`config.mk`:
```
export PLATFORM = sky130hd
export DESIGN_NAME = hit_event_arbiter
export DESIGN_NICKNAME = d
export VERILOG_FILES = /design/src/rtl/hit_event_arbiter.sv
export SDC_FILE = /design/constraint.sdc
export NUM_CORES = 1
export LEC_CHECK = 0
export ABC_AREA = 1
export BUFFER_PORTS_ARGS = -buffer_cell sky130_fd_sc_hd__clkbuf_2
export CAP_MARGIN = 20
export CORE_ASPECT_RATIO = 0.6
export CORE_MARGIN = 4
export CORE_UTILIZATION = 60
export CTS_CLUSTER_SIZE = 8
export DETAILED_ROUTE_END_ITERATION = 12
export GPL_ROUTABILITY_DRIVEN = 0
export PLACE_DENSITY = 0.81
export REMOVE_ABC_BUFFERS = 1
export SLEW_MARGIN = 20
export SYNTH_ARGS = -nofsm -noshare
export SYNTH_HDL_FRONTEND = slang
export SYNTH_SLANG_ARGS = --single-unit
```
`constraint.sdc`:
```
create_clock -name clk -period 4.1 [get_ports clk]
set_input_delay 0.615 -clock clk [delete_from_list [all_inputs] [get_ports clk]]
set_output_delay 0.615 -clock clk [all_outputs]
set_load 0.005 [all_outputs]
```
`src/rtl/hit_event_arbiter.sv`:
```
// rtl/hit_event_arbiter.sv - four-source hit event arbiter; HIT_ARB_ROUND_ROBIN_EN selects round-robin over fixed priority
module hit_event_arbiter #(
    parameter int unsigned MAX_PER_FRAME   = 4,
    parameter int unsigned COOLDOWN_FRAMES = 2
) (
    input  logic       clk,
    input  logic       reset,
    input  logic       startOfFrame,
    input  logic [3:0] hit_pulse,
    input  logic       ev_ready,
    output logic       ev_valid,
    output logic [1:0] ev_id,
    output logic [3:0] pending,
    output logic [3:0] overrun
);

    localparam logic [3:0] BUDGET_LOAD = 4'(MAX_PER_FRAME);
    localparam logic [3:0] CD_LOAD     = 4'(COOLDOWN_FRAMES);

    typedef enum logic {IDLE, PRESENT} state_t;

    state_t     state;
    logic [3:0] budget;
    logic [3:0] cooldown [4];
    logic [3:0] hit_acc;
    logic [3:0] grant_mask;
    logic [1:0] winner;
    logic       grant;
    logic       handshake;

`ifdef HIT_ARB_ROUND_ROBIN_EN
    logic [1:0] rr_ptr;

    // Winner is the first pending source after the last accepted one, wrapping
    always_comb begin
        logic [1:0] idx;
        logic       found;
        winner = '0;
        found  = 1'b0;
        idx    = '0;
        for (int k = 1; k <= 4; k++) begin
            idx = rr_ptr + 2'(k);
            if (!found && pending[idx]) begin
                winner = idx;
                found  = 1'b1;
            end
        end
    end
`else
    // Winner is the lowest-index pending source
    always_comb begin
        winner = '0;
        for (int k = 3; k >= 0; k--) begin
            if (pending[k]) winner = 2'(k);
        end
    end
`endif

    // Hit filtering, grant decision and handshake detection
    always_comb begin
        hit_acc = '0;
        for (int i = 0; i < 4; i++) begin
            hit_acc[i] = hit_pulse[i] && (cooldown[i] == 4'd0);
        end
        grant      = (state == IDLE) && (pending != 4'd0) && (budget != 4'd0);
        grant_mask = grant ? (4'b0001 << winner) : 4'b0000;
        handshake  = (state == PRESENT) && ev_ready;
    end

    // Latch hits, run the present/accept FSM, track budget and cooldowns
    always_ff @(posedge clk) begin
        if (reset) begin
            state    <= IDLE;
            ev_valid <= 1'b0;
            ev_id    <= '0;
            pending  <= '0;
            overrun  <= '0;
            budget   <= BUDGET_LOAD;
            for (int i = 0; i < 4; i++) cooldown[i] <= '0;
`ifdef HIT_ARB_ROUND_ROBIN_EN
            rr_ptr   <= 2'd3;
`endif
        end else begin
            // A new accepted hit on the source being granted re-arms it without overrun
            pending <= (pending & ~grant_mask) | hit_acc;
            overrun <= overrun | (hit_acc & pending & ~grant_mask);

            case (state)
                IDLE: begin
                    if (grant) begin
                        ev_valid <= 1'b1;
                        ev_id    <= winner;
                        state    <= PRESENT;
                    end
                end
                PRESENT: begin
                    if (ev_ready) begin
                        ev_valid <= 1'b0;
                        state    <= IDLE;
`ifdef HIT_ARB_ROUND_ROBIN_EN
                        rr_ptr   <= ev_id;
`endif
                    end
                end
                default: state <= IDLE;
            endcase

            // Frame reload beats a same-cycle decrement
            if (startOfFrame)   budget <= BUDGET_LOAD;
            else if (handshake) budget <= budget - 4'd1;

            // Cooldown load beats a same-cycle frame decrement
            for (int i = 0; i < 4; i++) begin
                if (handshake && (ev_id == 2'(i)))
                    cooldown[i] <= CD_LOAD;
                else if (startOfFrame && (cooldown[i] != 4'd0))
                    cooldown[i] <= cooldown[i] - 4'd1;
            end
        end
    end

endmodule

```
Word-level counts from Yosys, hierarchy flattened
Memories as Yosys holds them, arrays and structs flattened. Cells that the tools add are included.

Add/sub/neg operators: 5. Eq/ne operators: 5. Shift-type cells: 1. Muxes and demuxes: 49. Bitwise operators: 15. Reduce and logical (&&, ||, !) cells: 29.

Operator list (count): $mux 4 (9); $mux 1 (34); $reduce_bool 4->1 (6); $sub 4x1->4 const B (5); $logic_not 4->1 (4); $logic_and 1x1->1 (15); $and 4x4->4 (3); $mux 2 (4); $or 1x1->1 (8); $or 4x4->4 (2); $eq 2x2->1 const B (2); $ne 2x2->1 const B (2); $not 4->4 (1); $pmux 1 s2 (2); $reduce_and 2->1 (2); $shl 1x2->4 const A (1); $eq 2x1->1 const B (1); $logic_not 2->1 (1); $reduce_or 2->1 (1); $not 1->1 (1).

Bits in registers: 16. Bits in writable memories: 16. Memories kept: 1.

Memory list: cooldown (words 4, bits a word 4, rd ports 4, clocked after memory_dff 0, wr ports 4, line 24) `logic [3:0] cooldown [4];`.

Depth between registers and ports, before layout
Gate-level depths: netlist of the first run.

Word-level depth: 9. Mapped depth: 8.

Least setup slack after synthesis of the first run
No wires, ideal clock.

Path type: in2reg. From: input port reset. To: memory cooldown[1][0], enable pin. Setup time: 0.307 ns. Arrival: 1.276 ns. Required time: 3.793 ns. Slack: 2.516 ns. Stages: 6. Buffers on the path: 1. Path through: buf_4 nor2_8 nand3_4 o21ai_1 inv_1 nand2_1.

RTL lines: start, declared (line 7) `input logic reset,`; end, declared (line 24).

==> impl_results.md, run 1 <==
- Post-synthesis compound-gate area fraction: 0.0725
- Post-Syn Area: 1710 um2
- Cell row count: 14
- Clock Pin Slew Worst Setup and Hold Paths: 60 ps
- I/O Buffers: 18
- Setup Crit Path Kind: reg2reg
- All-Layer GR Usage: 0.172
- Hold Vio Cnt, Final: 0
- Adder-cell share of the synthesized area: 0.0659
- Layout Nets: 232
- Die height: 49.3 um
- Hold path startpoint: overrun[2]$_SDFF_PP0_
- Synth cell types: 33
- Crit path launch type: flip-flop
- Worst path max stage delay: 420 ps
- DP Cell Count: 240
- R2R setup slack: 2440 ps
- Crit end category: flip-flop
- Synth async-reset ratio: 0
- Clk_lat worst skew: 270 ps
- Unrepaired setup endpoints after global routing: false
- Fillers: 188
- Avg Inst Size Synth: 8.90 um2
- Max-slew violations: 0
- I/O pin count: 19
- Number of antenna violations at the first check in global routing: 0
- Max-Slew Margin vs Limit: 0.692
- Hold-fix buffers at CTS: 0
- Ratio of cells with drive above 1 in the final layout: 0.190
- Root buffer selected by CTS: clkbuf_8
- Initial Util: 0.654
- Cell Pwr Density: 419 nW/um2
- Die X: 76.9 um
- Area contributors post-synth: edfxtp_1 (28%), dfxtp_1 (19%), nor2_1 (8.1%)
- Synth Area in Simple Gates: 0.271
- Final non-filler cell total: 248
- Reg2reg start: cooldown[3][0]$_SDFFCE_PN0P_
- Tightest Hold Check Type: reg2reg
- F_max: 604 MHz
- Tmin final: 1660 ps
- Count of cells resized by post-cts repair: 0
- Vias per inst: 5.23
- Post-synthesis mux area share: 0
- Clk_skew: 3.00 ps
- Leakage: 0.824 nW
- Average routed wire per standard cell: 12.4 um
- Hold endpoint: overrun[2]$_SDFF_PP0_
- Status: finished, final reports clean
- WHS Path Cells: 2
- Critical path, cell by cell: inv_1, ha_1, nor3b_1, nand3b_2, nand3_1
- Detailed Place HPWL: 2370 um
- Final WL: 3070 um
- DR pass1 iterations: 4
- DRT antenna net count: 0
- CTS tree: built
- Clk sinks: 32
- Total CTS buffers: 5
- Die area: 3790 um2
- DP Worst Slack: 2230 ps
- Setup TNS: 0 ps
- Register area share after synthesis: 0.469
- R2r worst-path depth: 5
- Crit path DAT: 1650 ps
- CTS H-tree lvls: 2
- Max IR drop VDD: 0.324 mV
- Post-synth top cells: nor2_1 (37), inv_1 (29), nand2_1 (23)
- Maxcap violations: 0
- Post-synth EDFFs: 16
- Syn Inst Count: 192
- Period utilization: 0.404
- Largest net degree at the start of global routing: 20
- Slowest cell on crit path: edfxtp_1
- Area Growth Syn to Fin: 12.2%
- Yosys reg bits: 32
- Vias in the first global route: 1,190
- 1st-iter DRT viols: 84
- DR vias: 1,296
- DRC: 0
- Top_reg_cell synth: edfxtp_1
- Setup repair bufs after CTS: 0
- YS warnings: 0
- Largest family of logic cells by synthesized area: simple AND/OR/NAND/NOR gates
- Critical path fanouts, max: 5
- First-pass GRT wire length: 5040 um
- Worst r2r dst: cooldown[3][1]$_DFFE_PP_
- # setup viols final: 0
- Most numerous cell in the Yosys netlist: nor2_1
- Final WS setup: 2440 ps
- Max Buffers Root-to-Sink: 2
- Share of the synthesized area in the top cell type: 0.281
- GRT overflow: 0
- Antenna cells: 0
- Post-Synth XOR/XNOR Area: 0.0410
- Critical Path RT: 4090 ps
- Synth area leader: edfxtp_1
- Worst slew pin tran: 462 ps
- Core Box Area: 2610 um2
worst max-delay path by stage:
stage | slack, ps | end | from | depth (start not counted)
2_1_floorplan | 2580 | cooldown[1][0]$_SDFFCE_PN0P_ | ev_ready | 7
3_3_place_gp | 2270 | cooldown[1][3]$_SDFFCE_PN0P_ | reset | 6
3_5_place_dp | 2230 | cooldown[1][2]$_SDFFCE_PN0P_ | reset | 6
4_1_cts | 2430 | cooldown[3][3]$_SDFFCE_PN0P_ | cooldown[3][0]$_SDFFCE_PN0P_ | 5
5_1_grt | 2340 | cooldown[3][2]$_SDFFCE_PN0P_ | cooldown[3][0]$_SDFFCE_PN0P_ | 5
6_report | 2440 | cooldown[3][1]$_DFFE_PP_ | cooldown[3][0]$_SDFFCE_PN0P_ | 5
registers in the layout, summed over array words and instances (netlist names):
name      cells
state         1
overrun       4
cooldown     16
ev_id         2
budget        4
ev_valid      1
pending       4
cell families (layout without fill, tap and decap cells):
group                    after synthesis  count (layout)
AND/OR/NAND/NOR                       87              87
buffers and inverters                 34              58
flip-flops                            32              32
AO/OA/AOI/OAI                         22              22
adder cells (fa/ha/maj)                9               9
XOR/XNOR                               8               8
layer usage:
layer	global-route usage	up-vias	routed length, um
li1	-	660	-
met5	0	-	0
met2	0.247	43	1350
met1	0.231	585	1470
met3	0.0572	8	201
met4	0.0813	0	51
layout make-up:
class                      count  area, um2  share of cell area
sequential                    32        801               0.418
clock buffer                   8       90.1              0.0470
timing repair buffer          18       90.1              0.0470
multi-input combinational    126        769               0.402
inverter                      32        125              0.0653
tap                           32       40.0              0.0209
cell usage in the layout (no fill, tap or decap), types with 2 or more instances in the layout:
| cell | Yosys | layout |
|---|---|---|
| o21ai_0 | 3 | 3 |
| xnor2_1 | 7 | 7 |
| dfxtp_1 | 16 | 16 |
| nor3_1 | 4 | 4 |
| clkbuf_1 | 0 | 2 |
| nand2_1 | 23 | 23 |
| inv_2 | 2 | 2 |
| nor2_1 | 37 | 37 |
| ha_1 | 9 | 9 |
| edfxtp_1 | 16 | 16 |
| nand3_1 | 8 | 8 |
| nand2_2 | 2 | 2 |
| inv_1 | 29 | 29 |
| nand3_4 | 4 | 4 |
| clkbuf_8 | 0 | 6 |
| clkbuf_2 | 0 | 18 |
| a21oi_1 | 13 | 13 |
stage by stage:
stage          hold slack (ps)  area [um2]  total power, mW  utilization
2_1_floorplan              441        1700            0.518            -
4_1_cts                    457        1920            0.808        0.734
5_1_grt                    480        1920            0.847        0.734
6_report                   455        1920            0.802        0.734
3_5_place_dp               447        1830            0.565        0.699
3_3_place_gp               439        1830            0.558        0.699
worst max-delay path, delay by kind of cell (launching register included):
kind / cells / cell delay [ps]
adders and majority gates: 1 / 150
buffers and inverters: 1 / 100
DFF: 1 / 420
and+or+nand+nor: 3 / 710
report_power, final:
part	switching [mW]	internal, mW	leakage [nW]
registers	0.0256	0.372	0.299
logic	0.0987	0.0640	0.480
clock network	0.105	0.137	0.0455
(Power assumes the default switching activity.)
==> inputs of run 2 (changes only) <==
- CORE_UTILIZATION: 60 -> 52
- PLACE_DENSITY: 0.81 -> 0.75
- clock period: 4.1 -> 1.5 ns (I/O delays scaled with it)
==> run 2 against run 1 <==
Final cell count increased by 8.1%. Sequential cell count unchanged. Clock skew increased by 4.7 ps. Clock power increased to 2.8 times the previous value. Setup slack got worse by 2400 ps. Hold slack got worse by 260 ps. Global-route usage increased by 0.50 points. Combinational power increased to 3.1 times the previous value. Die area increased by 13%. Power increased to 2.9 times the previous value. First-iteration DRC count decreased by 1.2%. Critical path type unchanged. Largest power group unchanged.
==> impl_results.md, run 2 (synthesis results as in run 1) <==
- Final core utilization: 0.690
- 1st-iter DRT viols: 83
- Worst r2r dst: cooldown[1][0]$_SDFFCE_PN0P_
- Total CTS buffers: 5
- Initial Util: 0.569
- Layout Nets: 242
- Cell Pwr Density: 1100 nW/um2
- DRT antenna net count: 0
- CTS tree: built
- Status: finished, final reports clean
- Clk pwr share: 0.299
- Die area: 4300 um2
- Setup Crit Path Kind: reg2reg
- Final non-filler cell total: 268
- DRC: 0
- F_max: 695 MHz
- Multi-input gate area: 837 um2
- Most frequent cells in the layout: nor2_1 (36), inv_1 (25), nand2_1 (19)
- Number of antenna violations at the first check in global routing: 0
- # setup viols final: 0
- Psw: 0.676 mW
- R2r worst-path depth: 7
- Setup TNS: 0 ps
- Area Growth Syn to Fin: 21.2%
- WHS: 198 ps
- Cell row count: 15
- Die X: 82.0 um
- I/O Buffers: 18
- Ratio of cells with drive above 1 in the final layout: 0.283
- Hold path startpoint: hit_pulse[3]
- Crit path launch type: flip-flop
- Crit path DAT: 1430 ps
- Critical Path RT: 1490 ps
- Fillers: 232
- Net Sw Frac: 0.296
- Core Box Area: 3000 um2
- Vias per inst: 5.01
- Average routed wire per standard cell: 13.1 um
- Power Internal: 1.61 mW
- Vias in the first global route: 1,290
- Register Area: 801 um2
- Maxcap violations: 0
- WHS Path Cells: 3
- Clk_lat worst skew: 280 ps
- Most common cell after layout, fill and taps aside: nor2_1
- Root buffer selected by CTS: clkbuf_8
- Gate power share: 0.224
- Hold Vio Cnt, Final: 0
- Sequential share of power: 0.477
- Tmin final: 1440 ps
- DR vias: 1,344
- CTS H-tree lvls: 2
- DR pass1 iterations: 4
- Hold-fix buffers at CTS: 0
- Largest register FFs: 16
- Period utilization: 0.960
- Largest register by flop count: cooldown
- Leakage: 0.888 nW
- Max Buffers Root-to-Sink: 2
- Max IR drop VDD: 0.769 mV
- Die height: 52.4 um
- Reg2reg start: cooldown[1][0]$_SDFFCE_PN0P_
- Largest net degree at the start of global routing: 10
- Detailed Place HPWL: 2580 um
- Critical path fanouts, max: 4
- Max-Slew Margin vs Limit: 0.790
- Tightest Hold Check Type: in2reg
- I/O pin count: 19
- Clock Pin Slew Worst Setup and Hold Paths: 60 ps
- First-pass GRT wire length: 5620 um
- All-Layer GR Usage: 0.177
- Crit end category: flip-flop
- R2R setup slack: 60 ps
- Clk_skew: 7.72 ps
- GRT overflow: 0
- Total chip power: 2.29 mW
- Max-slew violations: 0
- DP Cell Count: 255
- Worst slew pin tran: 314 ps
- Final WL: 3520 um
- Clk sinks: 32
- Hold endpoint: pending[3]$_SDFF_PP0_
- Antenna cells: 0
[run 2: cell count changes in the layout (fill, tap and decap cells not counted), moves of 2 or more]
cell,previous run,this run
inv_2,2,6
buf_4,0,10
nand3_1,8,6
inv_1,29,25
nand2_2,2,5
nand2_1,23,19
[run 2: worst max-delay path by stage]
stage                                             from                            to  slack [ps]
after floorplan           cooldown[3][0]$_SDFFCE_PN0P_  cooldown[3][0]$_SDFFCE_PN0P_         100
final                     cooldown[1][0]$_SDFFCE_PN0P_  cooldown[1][0]$_SDFFCE_PN0P_          60
after CTS                 cooldown[2][0]$_SDFFCE_PN0P_  cooldown[2][3]$_SDFFCE_PN0P_          10
after global placement    cooldown[2][0]$_SDFFCE_PN0P_  cooldown[2][1]$_SDFFCE_PN0P_           6
after global routing      cooldown[1][0]$_SDFFCE_PN0P_  cooldown[1][0]$_SDFFCE_PN0P_         -40
after detailed placement  cooldown[3][0]$_SDFFCE_PN0P_  cooldown[3][3]$_SDFFCE_PN0P_        -130
[run 2: critical path: stages, from the launching register on]
cell and delay [ps]:
edfxtp_1 380, inv_1 80, ha_1 210, nand2_2 110, nand3_4 80, o21ai_1 80, inv_1 90, nand2_2 120
[run 2: repair_timing]
action,in CTS,in global routing
cloned,0,0
setup endpoints to repair,11,18
setup buffers,0,5
resized for setup,4,14
pin swaps,0,4
[run 2: per-layer routing]
metal  routed length, um  global-route usage
met1                1660               0.227
met2                1650               0.277
met3                 150              0.0550
met4                  65              0.0663
met5                   0                   0
[run 2: final cells by class]
cell class / instances / area share
inverter: 32 / 0.0604
multi-input combinational: 126 / 0.404
sequential: 32 / 0.387
timing repair buffer: 28 / 0.0798
tap: 42 / 0.0254
clock buffer: 8 / 0.0435
[run 2: metrics by stage]
| step | area [um2] | setup WS, ps |
|---|---|---|
| after floorplan | 1700 | 95.7 |
| after global placement | 1880 | 6.05 |
| after detailed placement | 1880 | -127 |
| after CTS | 1980 | 12.1 |
| after global routing | 2070 | -36.4 |
| final | 2070 | 60.3 |
[run 2: power groups by stage]
| stage | Combinational, mW | Clock, mW | Sequential (mW) |
|---|---|---|---|
| final | 0.513 | 0.683 | 1.09 |
| after global routing | 0.572 | 0.737 | 1.10 |
| after CTS | 0.464 | 0.686 | 1.09 |
| after detailed placement | 0.455 | 0 | 1.10 |
| after global placement | 0.433 | 0 | 1.10 |
| after floorplan | 0.324 | 0 | 1.09 |
==> inputs of run 3 (changes only) <==
- ABC_AREA: 1 -> default
- CORE_UTILIZATION: 52 -> 51
- PLACE_DENSITY: 0.75 -> 0.74
==> run 3 against run 2 <==
The flow now finishes with violations (setup timing). Sequential cell count stayed put. Combinational power grew 40%. Fmax fell by 12%. Largest power group unchanged. Highest routed layer unchanged.
==> impl_results.md, run 3 <==
- Max IR drop VDD: 0.699 mV
- Max-Slew Margin vs Limit: 0.710
- Most numerous cell in the Yosys netlist: nor2_1
- Clk_skew: 10.1 ps
- Post-synth top cells: nor2_1 (19), dfxtp_1 (16), edfxtp_1 (16)
- DRC: 0
- Initial Util: 0.554
- Critical path, cell by cell: inv_2, ha_4, or3b_4, nand2_2, nand3b_1
- Area contributors post-synth: edfxtp_1 (29%), dfxtp_1 (19%), ha_1 (6.9%)
- Largest family of logic cells by synthesized area: simple AND/OR/NAND/NOR gates
- YS warnings: 0
- Die area: 4220 um2
- Final WL: 4540 um
- Average routed wire per standard cell: 16.7 um
- Critical Path RT: 1500 ps
- CTS tree: built
- Max Buffers Root-to-Sink: 2
- Setup Crit Path Kind: reg2reg
- Post-synthesis compound-gate area fraction: 0.111
- Vias in the first global route: 1,426
- All-Layer GR Usage: 0.223
- Share of the synthesized area in the top cell type: 0.292
- Synth async-reset ratio: 0
- Vias per inst: 5.54
- Max-slew violations: 0
- Cell row count: 15
- Avg Inst Size Synth: 10.1 um2
- Synth area leader: edfxtp_1
- CTS H-tree lvls: 2
- Final non-filler cell total: 272
- Ratio of cells with drive above 1 in the final layout: 0.452
- Period utilization: 1.09
- Failing checks: setup timing
- Unrepaired setup endpoints after global routing: true
- Worst path max stage delay: 430 ps
- Hold Vio Cnt, Final: 0
- R2R setup slack: -130 ps
- Clk_lat worst skew: 290 ps
- Final WS setup: -134 ps
- Top_reg_cell synth: edfxtp_1
- # setup viols final: 20
- Largest net degree at the start of global routing: 29
- Number of antenna violations at the first check in global routing: 0
- Total CTS buffers: 5
- Hold-fix buffers at CTS: 0
- Post-synth EDFFs: 16
- Synth cell types: 37
- Syn Inst Count: 163
- Clock Pin Slew Worst Setup and Hold Paths: 70 ps
- DP Cell Count: 243
- Most common cell after layout, fill and taps aside: buf_4
- DRT antenna net count: 0
- Worst slew pin tran: 431 ps
- Adder-cell share of the synthesized area: 0.0685
- WHS: 167 ps
- Final core utilization: 0.794
- CP top delay family: simple AND/OR/NAND/NOR gates
- Post-Syn Area: 1640 um2
- F_max: 612 MHz
- I/O pin count: 19
- Leakage: 0.945 nW
- Area Growth Syn to Fin: 43.3%
- Crit path DAT: 1630 ps
- Worst Path Buf+Inv: 1
- Cell Pwr Density: 1040 nW/um2
- Tightest Hold Check Type: in2reg
- DR vias: 1,508
- DR pass1 iterations: 5
- Synth Area in Simple Gates: 0.225
- Clk sinks: 32
- Critical path fanouts, max: 4
- Root buffer selected by CTS: clkbuf_8
- Crit path launch type: flip-flop
- GRT overflow: 0
- Antenna cells: 0
- Register area share after synthesis: 0.487
- Maxcap violations: 0
- Yosys reg bits: 32
- Largest register by flop count: cooldown
- Crit end category: flip-flop
- 1st-iter DRT viols: 111
- Post-Synth XOR/XNOR Area: 0.0533
- Post-synthesis mux area share: 0.00609
- Die height: 52.0 um
- I/O Buffers: 18
- Layout Nets: 246
- Slowest cell on crit path: edfxtp_1
- First-pass GRT wire length: 6910 um
- Tmin final: 1630 ps
- Die X: 81.3 um
- Core Box Area: 2970 um2
- Status: finished, violations left
- Largest register FFs: 16
- Detailed Place HPWL: 2810 um
- Most frequent cells in the layout: buf_4 (45), nor2_1 (19), clkbuf_2 (18)
-- run 3: cell count changes after synthesis, sizes merged, moves of 3 or more --
cell    delta
xnor2      +3
or3b       +3
o22ai      +5
nand2b     +6
or3        +3
a21oi      -9
inv       -16
nand3      -7
nand2     -19
nor3       +4
nor2      -20
-- run 3: timing repair --
action / 4_1_cts / 5_1_grt
gates cloned: 0 / 0
endpoints found under the setup margin: 28 / 36
pin swaps: 8 / 10
buffers inserted: 12 / 9
resized for setup: 18 / 21
-- run 3: where the power goes --
part           internal [mW]  switching [mW]  leakage [nW]  total (mW)
Sequential              1.00          0.0697         0.300        1.07
Clock                  0.315           0.333        0.0453       0.647
Combinational          0.391           0.329         0.600       0.720
-- run 3: area by class of cell --
class	instances	area [um2]
multi-input cells	111	922
flip-flops and latches	32	802
fillers	193	611
repair buffers	64	439
clock buffers	5	68.8
inverters	15	56.3
well taps	42	52.6
clock inverters	3	13.8
-- run 3: logic make-up (layout without fill, tap and decap cells) --
group                      after synthesis  count (layout)
DFF                                     32              32
buffers and inverters                   20              87
and+or+nand+nor                         66              66
muxes                                    1               1
adders and majority gates                9               9
AOI/OAI and AO/OA                       25              25
xor gates and xnor gates                10              10
-- run 3: final timing paths --
kind / end / depth (start not counted) / startpoint
max reg2reg: cooldown[0][1]$_SDFFCE_PN0P_ / 5 / cooldown[0][1]$_SDFFCE_PN0P_
min reg2reg: ev_valid$_SDFFE_PP0P_ / 2 / ev_valid$_SDFFE_PP0P_
max: cooldown[0][1]$_SDFFCE_PN0P_ / 5 / cooldown[0][1]$_SDFFCE_PN0P_
min: budget[1]$_SDFFE_PP0P_ / 2 / startOfFrame
-- run 3: worst reg2reg max path, delay by kind of cell, from the launching register on --
| family | cells | cell delay, ps |
|---|---|---|
| adders and majority gates | 1 | 140 |
| buffers and inverters | 1 | 120 |
| DFF | 1 | 430 |
| and+or+nand+nor | 3 | 670 |
-- run 3: routing by layer --
| layer | part of all wire | track usage | vias up |
|---|---|---|---|
| li1 | - | - | 714 |
| met1 | 0.43 | 0.273 | 723 |
| met2 | 0.48 | 0.359 | 63 |
| met3 | 0.063 | 0.0744 | 8 |
| met4 | 0.021 | 0.0955 | 0 |
| met5 | 0 | 0 | - |
-- run 3: per-stage QoR --
stage	setup slack (ps)	instance area (um2)	total power [mW]	setup TNS (ps)
after floorplan	-75.7	1620	1.34	-938
after global placement	-122	1950	1.54	-1550
after detailed placement	-232	1950	1.56	-3500
after CTS	-125	2180	2.30	-949
after global routing	-188	2350	2.56	-2740
final	-134	2350	2.44	-1540
